<file path="src/rtl/mc_datapath_pkg.sv">
// Shared encodings and instruction-field positions for the multi-cycle MIPS datapath.
// Imported by mc_pc_unit and mc_datapath_regs.
package mc_datapath_pkg;

  localparam logic [1:0] PCSRC_ALU    = 2'b00;
  localparam logic [1:0] PCSRC_ALUOUT = 2'b01;
  localparam logic [1:0] PCSRC_JUMP   = 2'b10;
  localparam logic [1:0] PCSRC_RSVD   = 2'b11;

  localparam logic [1:0] PCCOND_NONE = 2'b00;
  localparam logic [1:0] PCCOND_BEQ  = 2'b01;
  localparam logic [1:0] PCCOND_BNE  = 2'b10;
  localparam logic [1:0] PCCOND_RSVD = 2'b11;

  localparam int OPCODE_LSB = 26;
  localparam int RS_LSB     = 21;
  localparam int RT_LSB     = 16;
  localparam int RD_LSB     = 11;
  localparam int FUNCT_LSB  = 0;
  localparam int IMM_MSB    = 15;
  localparam int TARGET_MSB = 25;

  function automatic logic [31:0] signExt16(input logic [15:0] v);
    return {{16{v[15]}}, v};
  endfunction

endpackage

</file>
<file path="src/rtl/mc_pc_unit.sv">
// Program counter with beq/bne write qualification and next-PC selection.
// Optional build macro MC_PC_ALIGN_CHECK_EN suppresses misaligned PC writes and flags them.
module mc_pc_unit
  import mc_datapath_pkg::*;
#(
  parameter logic [31:0] RESET_PC = 32'h0000_0000
) (
  input  logic        clk,
  input  logic        rst,
  input  logic        pc_write,
  input  logic [1:0]  pc_write_cond,
  input  logic [1:0]  pc_source,
  input  logic        alu_zero,
  input  logic [31:0] alu_result,
  input  logic [31:0] alu_out,
  input  logic [31:0] jump_target,
  output logic [31:0] pc,
  output logic        misalign_err
);

  logic        pcEn;
  logic        pcLoad;
  logic [31:0] nextPc;

  // Unconditional write dominates; the reserved condition code never writes.
  always_comb begin
    pcEn = pc_write
         | ((pc_write_cond == PCCOND_BEQ) &  alu_zero)
         | ((pc_write_cond == PCCOND_BNE) & ~alu_zero);
  end

  always_comb begin
    nextPc = pc;
    case (pc_source)
      PCSRC_ALU:    nextPc = alu_result;
      PCSRC_ALUOUT: nextPc = alu_out;
      PCSRC_JUMP:   nextPc = jump_target;
      default:      nextPc = pc;
    endcase
  end

  assign pcLoad = pcEn & (pc_source != PCSRC_RSVD);

`ifdef MC_PC_ALIGN_CHECK_EN
  logic misaligned;
  logic errQ;

  assign misaligned = pcLoad & (nextPc[1:0] != 2'b00);

  always_ff @(posedge clk or posedge rst) begin
    if (rst) begin
      pc   <= RESET_PC;
      errQ <= 1'b0;
    end else if (misaligned) begin
      errQ <= 1'b1;
    end else if (pcLoad) begin
      pc <= nextPc;
    end
  end

  assign misalign_err = errQ;
`else
  always_ff @(posedge clk or posedge rst) begin
    if (rst) begin
      pc <= RESET_PC;
    end else if (pcLoad) begin
      pc <= nextPc;
    end
  end

  assign misalign_err = 1'b0;
`endif

endmodule

</file>
<file path="src/rtl/mc_datapath_regs.sv">
// Inter-step register stage of the multi-cycle MIPS datapath (PC, IR, MDR, A, B, ALUOut).
// Build macro MC_PC_ALIGN_CHECK_EN enables the PC misalignment check inside mc_pc_unit.
module mc_datapath_regs
  import mc_datapath_pkg::*;
#(
  parameter logic [31:0] RESET_PC = 32'h0000_0000,
  parameter int          CNT_W    = 32
) (
  input  logic             clk,
  input  logic             rst,
  input  logic             pc_write,
  input  logic [1:0]       pc_write_cond,
  input  logic [1:0]       pc_source,
  input  logic             ior_d,
  input  logic             ir_write,
  input  logic [31:0]      alu_result,
  input  logic             alu_zero,
  input  logic [31:0]      mem_rdata,
  input  logic [31:0]      rf_rdata_a,
  input  logic [31:0]      rf_rdata_b,
  output logic [31:0]      pc,
  output logic [31:0]      mem_addr,
  output logic [31:0]      ir,
  output logic [5:0]       opcode,
  output logic [5:0]       funct,
  output logic [4:0]       rs,
  output logic [4:0]       rt,
  output logic [4:0]       rd,
  output logic [31:0]      imm_sext,
  output logic [31:0]      jump_target,
  output logic [31:0]      mdr,
  output logic [31:0]      reg_a,
  output logic [31:0]      reg_b,
  output logic [31:0]      alu_out,
  output logic [CNT_W-1:0] instr_count,
  output logic             misalign_err
);

  mc_pc_unit #(.RESET_PC(RESET_PC)) uPcUnit (
    .clk          (clk),
    .rst          (rst),
    .pc_write     (pc_write),
    .pc_write_cond(pc_write_cond),
    .pc_source    (pc_source),
    .alu_zero     (alu_zero),
    .alu_result   (alu_result),
    .alu_out      (alu_out),
    .jump_target  (jump_target),
    .pc           (pc),
    .misalign_err (misalign_err)
  );

  // IR and fetch counter only move on ir_write; the step registers sample every cycle.
  always_ff @(posedge clk or posedge rst) begin
    if (rst) begin
      ir          <= '0;
      instr_count <= '0;
      mdr         <= '0;
      reg_a       <= '0;
      reg_b       <= '0;
      alu_out     <= '0;
    end else begin
      if (ir_write) begin
        ir          <= mem_rdata;
        instr_count <= instr_count + 1'b1;
      end
      mdr     <= mem_rdata;
      reg_a   <= rf_rdata_a;
      reg_b   <= rf_rdata_b;
      alu_out <= alu_result;
    end
  end

  assign mem_addr    = ior_d ? alu_out : pc;
  assign opcode      = ir[OPCODE_LSB +: 6];
  assign funct       = ir[FUNCT_LSB +: 6];
  assign rs          = ir[RS_LSB +: 5];
  assign rt          = ir[RT_LSB +: 5];
  assign rd          = ir[RD_LSB +: 5];
  assign imm_sext    = signExt16(ir[IMM_MSB:0]);
  assign jump_target = {pc[31:28], ir[TARGET_MSB:0], 2'b00};

endmodule

</file>
<file path="config.mk">
export PLATFORM = sky130hd
export DESIGN_NAME = mc_datapath_regs
export DESIGN_NICKNAME = d
export VERILOG_FILES = /design/src/rtl/mc_datapath_pkg.sv /design/src/rtl/mc_pc_unit.sv /design/src/rtl/mc_datapath_regs.sv
export SDC_FILE = /design/constraint.sdc
export NUM_CORES = 1
export LEC_CHECK = 0
export BUFFER_PORTS_ARGS = -buffer_cell sky130_fd_sc_hd__buf_2
export CORE_AREA = 5 5 187 189
export CTS_CLUSTER_DIAMETER = 60
export DETAILED_ROUTE_END_ITERATION = 8
export DIE_AREA = 0 0 192 194
export HOLD_SLACK_MARGIN = 0.1
export PLACE_DENSITY = 0.5
export SLEW_MARGIN = 20
export SYNTH_ARGS = -nofsm -noshare
export SYNTH_HDL_FRONTEND = slang
export SYNTH_SLANG_ARGS = --single-unit
</file>
<file path="constraint.sdc">
create_clock -name clk -period 11.1 [get_ports clk]
set_input_delay 1.11 -clock clk [delete_from_list [all_inputs] [get_ports clk]]
set_output_delay 1.11 -clock clk [all_outputs]
set_load 0.02 [all_outputs]
</file>
==> results_dict.tcl <==
set metrics [dict create \
    status "complete, no violations" \
    seq_area_frac_synth 0.644 \
    utilization 0.357 \
    numPortBuffers 482 \
    min_delay_path_depth 1 \
    wirelength_microns 28800 \
    netSwitchingFraction 0.309 \
    tightest_slew_ns 0.987 \
    cts_max_level 1 \
    hold_path.class "register to register" \
    grt_pass1_wl_microns 42200 \
    cp.required_ns 9.99 \
    drt_iter0_markers 217 \
    p_int_mw 1.60 \
    fin_setup_tns_ns 0 \
    cap_violations 0 \
    leakagePower_nw 5.97 \
    final_common_cell "buf_2" \
    ys_seq_elements 224 \
    max_stage_delay_ns 0.65 \
    root_buffer "clkbuf_16" \
    setup.worst_path.start_class "primary input" \
    cts.sinks 224 \
    routed_via_density 4.26 \
    cp_num_buf_inv 2 \
    critical_path_class "primary input to output pin" \
    crit_chain "buf_2, mux2_2, buf_2" \
    rows 67 \
    min_period_ns 3.46 \
    final_nets 1204 \
    cp.depth 3 \
    numCtsBuffers 27 \
    rr_worst_depth 5 \
    post_cts_buffers 0 \
    seqPwrFrac 0.415 \
    clk_pin_slew_ns 0.06 \
    ys_async_sr_fraction 1.00 \
    final_cell_mix "buf_2, dfrtp_1, mux2_2, nand2_1, o21ai_0" \
    ctsResizeCount 0 \
    synthFlopType "dfrtp_1" \
    detail_route.first_pass.iterations 5 \
    antenna_found_initial 4 \
    clock_latency_ns 0.53 \
    hold_buffers 0 \
    num_io_pins 486 \
    clockPowerShare 0.392 \
    place_congestion 0.776 \
    cp_top_family "buffers and inverters" \
    finalCritPeriodShare 0.312 \
    synth_area_sq_um 8700 \
    core_region_area_sq_um 33100 \
    synth.avg_cell_area_sq_um 13.0 \
    crit_path_end_kind "output pin" \
    timing.fmax_mhz 289 \
    skew_ns 0.0125 \
    detailed_place_hpwl_microns 21300 \
    yosys_warnings 0 \
    fp.dieH_microns 194 \
    irDropWorstVdd_mv 0.109 \
    arrival_ns 2.35 \
    syn_inst 667 \
    grt_usage 0.145 \
    synth_enable_flop_cells 0 \
    drive_above_1_share 0.564 \
    rsz0062_at_grt "false" \
    drc 0 \
    dieArea_sq_um 37200 \
    vias 6529 \
    synthDistinctLibCells 31 \
    cp_max_fo 32 \
    final_cells 1531 \
    setup_viol 0 \
    pwr_density_cell_nw_per_um2 195 \
    fillers 3366 \
    grt_overflow 0 \
    grt_max_degree 105 \
    grt_pass1_vias 6835 \
    final-hold-violation-count 0 \
    antenna_left 0 \
    dp_cells 1480 \
    relSlewSlack 0.338 \
    start_util 0.263 \
    timing.critical_path.mode_cell "buf_2" \
    cts_tree "yes" \
    slowest_stage "buf_2" \
    p_sw_mw 0.713 \
    area_growth_pct 36.0 \
    die_w_microns 192 \
    wl_per_cell_microns 18.8 \
    clockBufferDepth 3 \
    p_comb_frac 0.193 \
    slew_viol_final 0 \
]
registers in the layout, indices dropped and copies added, names as in the netlist:
signal,cells
uPcUnit.pc,32
instr_count,32
reg_b,32
mdr,32
alu_out,32
reg_a,32
ir,32
cell type report:
cell class | count | area (sq um) | share of cell area
inverter | 9 | 41.3 | 0.00349
multi-input combinational | 312 | 2230 | 0.189
clock buffer | 37 | 763 | 0.0645
tap | 448 | 561 | 0.0474
antenna | 1 | 2.50 | 0.000212
clock inverter | 13 | 170 | 0.0144
timing repair buffer | 487 | 2450 | 0.207
sequential | 224 | 5610 | 0.474
routing by layer:
metal	vias to the layer above	track usage	routed length (microns)
met3	50	0.0528	3210
met4	4	0.0388	670
li1	2967	-	-
met5	-	0	27
met1	3164	0.172	11000
met2	344	0.250	13900
worst paths after layout:
kind	startpoint	end	slack, ns
min reg2reg	instr_count[30]$_DFFE_PP0P_	instr_count[30]$_DFFE_PP0P_	0.49
min in group asynchronous	rst	reg_b[23]$_DFF_PP0_	0.71
max reg2reg	instr_count[0]$_DFFE_PP0P_	instr_count[28]$_DFFE_PP0P_	9.04
min	instr_count[30]$_DFFE_PP0P_	instr_count[30]$_DFFE_PP0P_	0.49
max in group asynchronous	rst	alu_out[9]$_DFF_PP0_	8.97
max	ior_d	mem_addr[27]	7.64
power by group through the flow:
stage          logic, mW  registers [mW]  clock network [mW]
2_1_floorplan      0.229            1.04                   0
3_3_place_gp       0.452           0.972                   0
3_5_place_dp       0.453           0.975                   0
4_1_cts            0.454           0.961               0.937
5_1_grt            0.483           0.970               0.970
6_report           0.445           0.958               0.906
cells in the mapped netlist (5+ instances only):
cell type | count | share of area
dfrtp_1 | 224 | 0.64
buf_4 | 94 | 0.081
mux2_2 | 69 | 0.089
nand2_1 | 63 | 0.027
o21ai_0 | 58 | 0.033
xnor2_1 | 27 | 0.027
a22oi_1 | 26 | 0.022
clkbuf_1 | 15 | 0.0065
nand3_1 | 15 | 0.0086
nand4_1 | 12 | 0.0086
buf_2 | 9 | 0.0052
inv_1 | 9 | 0.0039
and3_1 | 6 | 0.0043
and4_1 | 5 | 0.0050
ha_1 | 5 | 0.0072
nor2_1 | 5 | 0.0022
through the flow:
stage	hold slack (ns)	setup slack, ns	cell area [sq um]	power, mW
floorplan	0.582	3.86	8710	1.27
global placement	0.472	7.69	10900	1.42
detailed placement	0.482	7.67	10900	1.43
CTS	0.496	7.67	11800	2.35
global route	0.507	7.60	11800	2.42
finish	0.492	7.64	11800	2.31
kinds of logic (layout without fill, tap and decap cells):
| logic type | after synthesis | in the layout | synth area share |
|---|---|---|---|
| multiplexers | 69 | 69 | 0.0893 |
| AND/OR/NAND/NOR | 117 | 117 | 0.0673 |
| AO/OA/AOI/OAI | 87 | 87 | 0.0587 |
| adder cells (fa/ha/maj) | 5 | 5 | 0.00719 |
| XOR/XNOR | 31 | 31 | 0.0312 |
| flip-flops | 224 | 224 | 0.644 |
| buffers and inverters | 133 | 546 | 0.101 |
| other | 1 | 4 | 0.000431 |
No activity file was read; power rests on OpenSTA's default activity.
